## src/rtl/dram_lsu.sv

```systemverilog
// Load/store unit driving the data-memory port: splits word-crossing loads, serialises stores.
// Optional LSU_MISALIGN_TRAP_EN: misaligned accesses respond with an error instead of being split.
module dram_lsu #(
    parameter logic [63:0] MEM_BASE  = 64'h8000_0000,
    parameter logic [63:0] MEM_BYTES = 64'd16384
) (
    input  logic        clk,
    input  logic        rst,
    input  logic        req_valid,
    output logic        req_ready,
    input  logic        req_we,
    input  logic [1:0]  req_size,
    input  logic        req_unsigned,
    input  logic [63:0] req_addr,
    input  logic [63:0] req_wdata,
    output logic        rsp_valid,
    input  logic        rsp_ready,
    output logic [63:0] rsp_rdata,
    output logic        rsp_err,
    output logic [2:0]  dm_rd_ctrl,
    output logic [2:0]  dm_wr_ctrl,
    output logic [63:0] dm_addr,
    output logic [63:0] dm_din,
    input  logic [63:0] dm_dout
);

    typedef enum logic [2:0] {IDLE, LD0, LD1, ST, RESP} state_t;

    state_t      state_reg;
    logic [63:0] addr_reg;
    logic [63:0] wdata_reg;
    logic [63:0] lo_reg;
    logic [1:0]  size_reg;
    logic        unsigned_reg;
    logic [2:0]  beat_reg;

    logic [3:0]  req_n;
    logic [64:0] req_end;
    logic [64:0] win_end;
    logic        req_bad;
    logic        trap;
    logic [3:0]  n_reg;
    logic [2:0]  off;
    logic        crossing;
    logic        wide_store;
    logic        last_beat;
    logic [5:0]  hi_shift;

    assign req_n    = 4'd1 << req_size;
    assign req_end  = {1'b0, req_addr} + 65'(req_n);
    assign win_end  = {1'b0, MEM_BASE} + {1'b0, MEM_BYTES};
`ifdef LSU_MISALIGN_TRAP_EN
    assign trap     = (req_addr[2:0] & (req_n[2:0] - 3'd1)) != 3'd0;
`else
    assign trap     = 1'b0;
`endif
    assign req_bad  = (req_addr < MEM_BASE) || (req_end > win_end) || trap;

    assign n_reg      = 4'd1 << size_reg;
    assign off        = addr_reg[2:0];
    assign crossing   = (5'(off) + 5'(n_reg)) > 5'd8;
    assign wide_store = (off == 3'd0) && size_reg[1];
    assign last_beat  = wide_store || (beat_reg == 3'(n_reg - 4'd1));
    // 8*(8-off); only used when crossing, where off is never 0
    assign hi_shift   = {3'd0 - off, 3'b000};
    assign req_ready  = (state_reg == IDLE);

    function automatic logic [63:0] extend(input logic [63:0] d, input logic [1:0] sz,
                                           input logic uns);
        case (sz)
            2'd0:    extend = uns ? {56'd0, d[7:0]}  : {{56{d[7]}}, d[7:0]};
            2'd1:    extend = uns ? {48'd0, d[15:0]} : {{48{d[15]}}, d[15:0]};
            2'd2:    extend = uns ? {32'd0, d[31:0]} : {{32{d[31]}}, d[31:0]};
            default: extend = d;
        endcase
    endfunction

    always_ff @(posedge clk or posedge rst) begin
        if (rst) begin
            state_reg    <= IDLE;
            addr_reg     <= '0;
            wdata_reg    <= '0;
            lo_reg       <= '0;
            size_reg     <= '0;
            unsigned_reg <= 1'b0;
            beat_reg     <= '0;
            rsp_valid    <= 1'b0;
            rsp_rdata    <= '0;
            rsp_err      <= 1'b0;
        end else begin
            case (state_reg)
                IDLE: if (req_valid) begin
                    addr_reg     <= req_addr;
                    wdata_reg    <= req_wdata;
                    size_reg     <= req_size;
                    unsigned_reg <= req_unsigned;
                    beat_reg     <= '0;
                    if (req_bad) begin
                        rsp_valid <= 1'b1;
                        rsp_rdata <= '0;
                        rsp_err   <= 1'b1;
                        state_reg <= RESP;
                    end else begin
                        state_reg <= req_we ? ST : LD0;
                    end
                end
                LD0: begin
                    lo_reg <= dm_dout;
                    if (crossing) begin
                        state_reg <= LD1;
                    end else begin
                        rsp_valid <= 1'b1;
                        rsp_rdata <= extend(dm_dout, size_reg, unsigned_reg);
                        rsp_err   <= 1'b0;
                        state_reg <= RESP;
                    end
                end
                LD1: begin
                    rsp_valid <= 1'b1;
                    rsp_rdata <= extend(lo_reg | (dm_dout << hi_shift), size_reg, unsigned_reg);
                    rsp_err   <= 1'b0;
                    state_reg <= RESP;
                end
                ST: begin
                    if (last_beat) begin
                        rsp_valid <= 1'b1;
                        rsp_rdata <= '0;
                        rsp_err   <= 1'b0;
                        state_reg <= RESP;
                    end else begin
                        beat_reg <= beat_reg + 3'd1;
                    end
                end
                RESP: if (rsp_ready) begin
                    rsp_valid <= 1'b0;
                    state_reg <= IDLE;
                end
                default: state_reg <= IDLE;
            endcase
        end
    end

    // Memory port is a pure decode of state so async reset silences it immediately
    always_comb begin
        dm_rd_ctrl = 3'b000;
        dm_wr_ctrl = 3'b000;
        dm_addr    = '0;
        dm_din     = '0;
        case (state_reg)
            LD0: begin
                dm_rd_ctrl = 3'b101;
                dm_addr    = addr_reg;
            end
            LD1: begin
                dm_rd_ctrl = 3'b101;
                dm_addr    = {addr_reg[63:3], 3'b000} + 64'd8;
            end
            ST: begin
                if (wide_store) begin
                    dm_addr = addr_reg;
                    if (size_reg[0]) begin
                        dm_wr_ctrl = 3'b100;
                        dm_din     = wdata_reg;
                    end else begin
                        dm_wr_ctrl = 3'b011;
                        dm_din     = {32'd0, wdata_reg[31:0]};
                    end
                end else begin
                    dm_wr_ctrl = 3'b001;
                    dm_addr    = addr_reg + 64'(beat_reg);
                    dm_din     = {8{wdata_reg[{beat_reg, 3'b000} +: 8]}};
                end
            end
            default: ;
        endcase
    end

endmodule
```

## config.mk

```make
export PLATFORM = sky130hd
export DESIGN_NAME = dram_lsu
export DESIGN_NICKNAME = d
export VERILOG_FILES = /design/src/rtl/dram_lsu.sv
export SDC_FILE = /design/constraint.sdc
export NUM_CORES = 1
export LEC_CHECK = 0
export CAP_MARGIN = 10
export CELL_PAD_IN_SITES_DETAIL_PLACEMENT = 0
export CELL_PAD_IN_SITES_GLOBAL_PLACEMENT = 1
export CORE_MARGIN = 2
export CORE_UTILIZATION = 30
export CTS_CLUSTER_SIZE = 24
export DETAILED_ROUTE_END_ITERATION = 16
export DONT_BUFFER_PORTS = 1
export PLACE_DENSITY = 0.61
export SLEW_MARGIN = 40
export SYNTH_ARGS = -nofsm -noshare
export SYNTH_HDL_FRONTEND = slang
export SYNTH_SLANG_ARGS = --single-unit
```

## constraint.sdc

```tcl
create_clock -name clk -period 12 [get_ports clk]
set_input_delay 1.8 -clock clk [delete_from_list [all_inputs] [get_ports clk]]
set_output_delay 1.8 -clock clk [all_outputs]
set_load 0.01 [all_outputs]
```

---- Yosys cells after proc, flatten, opt, wreduce, memory -nomap -nowiden ----
Cells that the tools add are included.
storage, ports and cells
  input bits .............................. 200
  register bits after elaboration ......... 267
  logic and storage cells ................. 94
cells by class
  magnitude comparators ................... 3
  bitwise logic cells ..................... 1
  add/subtract/negate cells ............... 7
  reduce and logical (&&, ||, !) cells .... 15
  equality and inequality tests ........... 13
  multiplexer cells ....................... 41
  shift operators ......................... 4
operator list
  kind                   number
  $mux 64                14
  $pmux 64 s3            3
  $pmux 64 s4            1
  $add 64x4->65          1
  $gt 65x32->1 const B   1
  $add 64x3->64          1
  $add 64x4->64 const B  1
  $lt 64x32->1 const B   1
  $or 64x64->64          1
  $shiftx 64x7->8        1
  $shl 64x6->64          1
  $mux 3                 11
  $pmux 3 s5             1
  $ne 2x2->1 const B     5
  $shl 1x2->4 const A    2
  $mux 1                 7
  $eq 3x2->1 const B     2
  $logic_not 3->1        2
  $pmux 3 s2             1
  $reduce_and 3->1       2
  $reduce_and 6->1       1
  $add 3x4->5            1
  $gt 5x4->1 const B     1
  $pmux 1 s5             1
  20 further kinds       21

---- Longest topological paths before layout ----
  word-level depth ........................ 7
  mapped depth ............................ 17

---- Worst setup path before layout ----
Ideal clock, no wire load.
  path kind ............................... reg2out
  start point ............................. register addr_reg[0]
  end point ............................... output port dm_addr[8]
  stages on the path, launching flop included .. 13
  arrival ................................. 3.263 ns
  path slack .............................. 6.937 ns
  path buffers ............................ 3
  cells stage by stage .................... dfrtp_1 > clkbuf_1 > clkbuf_1 > clkbuf_1 > inv_1 > ha_1 > ha_1 > a21oi_1 > nand2b_1 > nand2_1 > nor2_1 > nor2_1 > a311oi_1
between the ends
  word-level cells in the longest chain between the ends .. 4
  elaborated cells between the ends (all ways) .. 5
  classes of those cells .................. 1 x add/sub; 2 x mux; 2 x reduce/logical
ends and longest elaborated chain
  item                                                                   RTL line  RTL
  start, declared                                                        30        logic [63:0] addr_reg;
  start signal, assigned                                                 93        addr_reg <= req_addr;
  parallel branches: the longest is 2 deep, another holds $add 64x3->64  --
  $mux 64 *                                                              159       if (wide_store) begin
  $pmux 64 s3 *                                                          149       case (state_reg)
  end, declared                                                          22        output logic [63:0] dm_addr,
Mark *: on every way between the ends.

---- Worst setup path in the final report ----
  start point ............................. register addr_reg[23]
  end point ............................... output port dm_addr[59]
between the ends
  word-level cells in the longest chain between the ends .. 3
  elaborated cells between the ends (all ways) .. 4
  classes of those cells .................. 2 x add/sub; 2 x mux
ends and longest elaborated chain
  item           RTL line  RTL
  $add 64x3->64  170       dm_addr = addr_reg + 64'(beat_reg);
  $mux 64        159
  $pmux 64 s3 *  149
Every way passes the cells marked *; elsewhere a longest branch is shown, timed or not.

==> impl_metrics.json <==
{
  "antenna_found_initial": 1,
  "synth_cells": 2336,
  "die_h_um": 250,
  "rsz0062_at_grt": "no",
  "die_x_um": 250,
  "worstSetupEndpointType": "primary output",
  "p_total_mw": 2.95,
  "holdBufCountCts": 0,
  "muxShareOfSynthArea_pct": 10.3,
  "hold_start": "lo_reg[27]$_DFFE_PP0P_",
  "hold_viol_final": 0,
  "overflow": 0,
  "critical_path_class": "reg2out",
  "yosysTopAreaCellShare_pct": 36.8,
  "htree_levels": 2,
  "grt_usage_pct": 24.5,
  "initial_utilization_pct": 30.2,
  "fin_tns_setup_ns": 0,
  "synth_most_common_cell": "nand2_1",
  "drive_above_1_share_pct": 9.80,
  "final_nets": 2460,
  "yosys-top-cells-count": "nand2_1, dfrtp_1, nor2_1, clkbuf_1, o21ai_0",
  "io_pins": 401,
  "cts_root_buf": "clkbuf_16",
  "antenna_cells": 0,
  "synthArstFlopShare_pct": 100,
  "netlist_area_um2": 18200,
  "yosysSeqAreaShare_pct": 36.8,
  "dr_wl_met2_mm": 36.1,
  "grt_pass1_vias": 17000,
  "min_period_ns": 6.05,
  "ctsLongestPathBuffers": 3,
  "ys.flop_type": "dfrtp_1",
  "status": "finished clean",
  "cts_resized": 0,
  "wl_mm": 79.1,
  "path_clk_slew_ns": 0.06,
  "synthDistinctLibCells": 71,
  "drv_slew": 0,
  "leakage_nw": 9.17,
  "cts.sinks": 267,
  "fillers": 6483,
  "routabilityCongestion": 0.932,
  "worst_slew_pin_slew_ns": 0.924,
  "yosys-top-cells-area": "dfrtp_1, nand2_1, nor2_1, mux2_2, o21ai_0",
  "synth_top_family_by_area": "simple AND/OR/NAND/NOR gates",
  "num_vias": 17300,
  "grt_pass1_wl_mm": 116,
  "met1_length_mm": 32.7,
  "crit_start": "addr_reg[23]$_DFFE_PP0P_",
  "reg2reg_from": "size_reg[0]$_DFFE_PP0P_",
  "synthAdderAreaFrac_pct": 1.30,
  "critPathLaunchType": "flop",
  "fin_cells": 3048,
  "post_cts_buffers": 0,
  "cp_max_fo": 6,
  "route.top_layer_used": "met5",
  "syn_to_final_growth_pct": 10.1,
  "drc": 0,
  "setup_viol": 0,
  "finalCritPeriodShare_pct": 50.4,
  "port_buffers": 0,
  "synth-simple-area-share_pct": 29.5,
  "ant_nets": 0,
  "cts_tree": "yes",
  "core-area_um2": 60100,
  "post-route-util_pct": 33.2,
  "r2r_slack_ns": 7.35,
  "grt_max_degree": 96,
  "wl_per_cell_um": 26.0,
  "synth_top_area_cell": "dfrtp_1",
  "cap_violations": 0,
  "fmax_mhz": 165,
  "finClkSkew_ns": 0.0233,
  "cts_buffers": 36,
  "worstPathArrival_ns": 4.25,
  "drt-vias-per-instance": 5.69,
  "synth-edff-count": 0,
  "worstHoldPathType": "reg2reg",
  "first_iter_violations": 1493,
  "syn_nets": 2553,
  "dr.pass1.iters": 6,
  "ir_worst_vdd_mv": 0.0922,
  "dp_hpwl_mm": 58.7,
  "synth-xor-area-share_pct": 1.45,
  "die_area_um2": 62500,
  "syn_area_per_cell_um2": 7.77,
  "place_inst": 2987,
  "power_density_nw_per_um2": 148,
  "wl_met3_mm": 7.27,
  "synth_compound_area_share_pct": 16.5,
  "max_slew_margin_pct": 37.8,
  "required_ns": 10.20,
  "synth_warnings": 0,
  "worstSkewPairLatency_ns": 0.56,
  "yosys_register_bits": 267,
  "num_rows": 90
}
-- routing by layer --
| metal | vias to the layer above | track usage, % |
|---|---|---|
| li1 | 8001 | - |
| met1 | 8499 | 31.2 |
| met2 | 709 | 38.9 |
| met3 | 132 | 7.80 |
| met4 | 2 | 9.10 |
| met5 | - | 0 |
-- critical path: stages (launching register included) --
cell and delay, ns:
dfrtp_1 0.44, and4_1 0.27, nand3_1 0.20, or3_1 0.45
nor3_1 0.53, nand3_1 0.25, nor3_1 0.35, nand4_1 0.22
or4_1 0.50, a31oi_1 0.47
-- through the flow --
stage / instance area, um^2 / hold WS (ns) / setup WS (ns)
2_1_floorplan: 18200 / 0.440 / 2.85
3_3_place_gp: 18700 / 0.452 / 6.12
3_5_place_dp: 18800 / 0.460 / 6.24
4_1_cts: 20000 / 0.476 / 6.03
5_1_grt: 20000 / 0.488 / 5.66
6_report: 20000 / 0.475 / 5.95
-- final cells by class --
cell class / count / area (um^2) / share of cell area (%)
well taps: 782 / 978 / 4.90
flip-flops and latches: 267 / 6690 / 33.5
inverters: 27 / 109 / 0.545
clock inverters: 10 / 95.1 / 0.476
multi-input cells: 1887 / 10800 / 54.1
clock buffers: 51 / 1090 / 5.45
repair buffers: 24 / 218 / 1.09
-- layout by cell type, fill, tap and decap left out, types with 14 or more instances in the layout --
cell,synthesis,final
clkbuf_16,0,38
o22ai_1,43,43
o21ai_0,113,111
nand2_1,721,719
xnor2_1,14,14
nand3_1,66,66
a21oi_1,94,93
buf_4,3,16
a2111oi_0,28,28
mux2i_1,45,45
inv_1,27,26
nand2b_1,17,16
mux2_4,27,27
and3_1,15,15
a21o_1,73,73
nor2b_1,21,21
xor2_1,16,16
a211oi_1,22,21
nand4_1,42,42
a31oi_1,15,15
dfrtp_1,267,265
nor4_1,31,30
nor2_1,184,180
nor3_1,61,61
mux4_2,16,16
mux2_2,58,58
-- kinds of logic after synthesis --
family          after synthesis
simple gates               1229
compound gates              464
flops                       267
buf+inv                     182
mux                         146
xor+xnor                     30
fa+ha+maj                    17
other cells                   1
-- final timing paths --
path,end,cells past startpoint
hold / removal,lo_reg[27]$_DFFE_PP0P_,2
setup / recovery,dm_addr[59],9
min in group asynchronous,rsp_rdata[59]$_DFFE_PP0P_,1
hold reg to reg,lo_reg[27]$_DFFE_PP0P_,2
setup reg to reg,rsp_rdata[12]$_DFFE_PP0P_,13
max in group asynchronous,addr_reg[3]$_DFFE_PP0P_,3
-- where the power goes --
| group | switching [mW] | total [mW] | internal, mW |
|---|---|---|---|
| registers | 0.165 | 1.18 | 1.02 |
| clock network | 0.438 | 1.09 | 0.653 |
| logic | 0.449 | 0.677 | 0.227 |
| total | 1.05 | 2.95 | 1.90 |
Note: power is estimated with default switching activity, not from simulation.
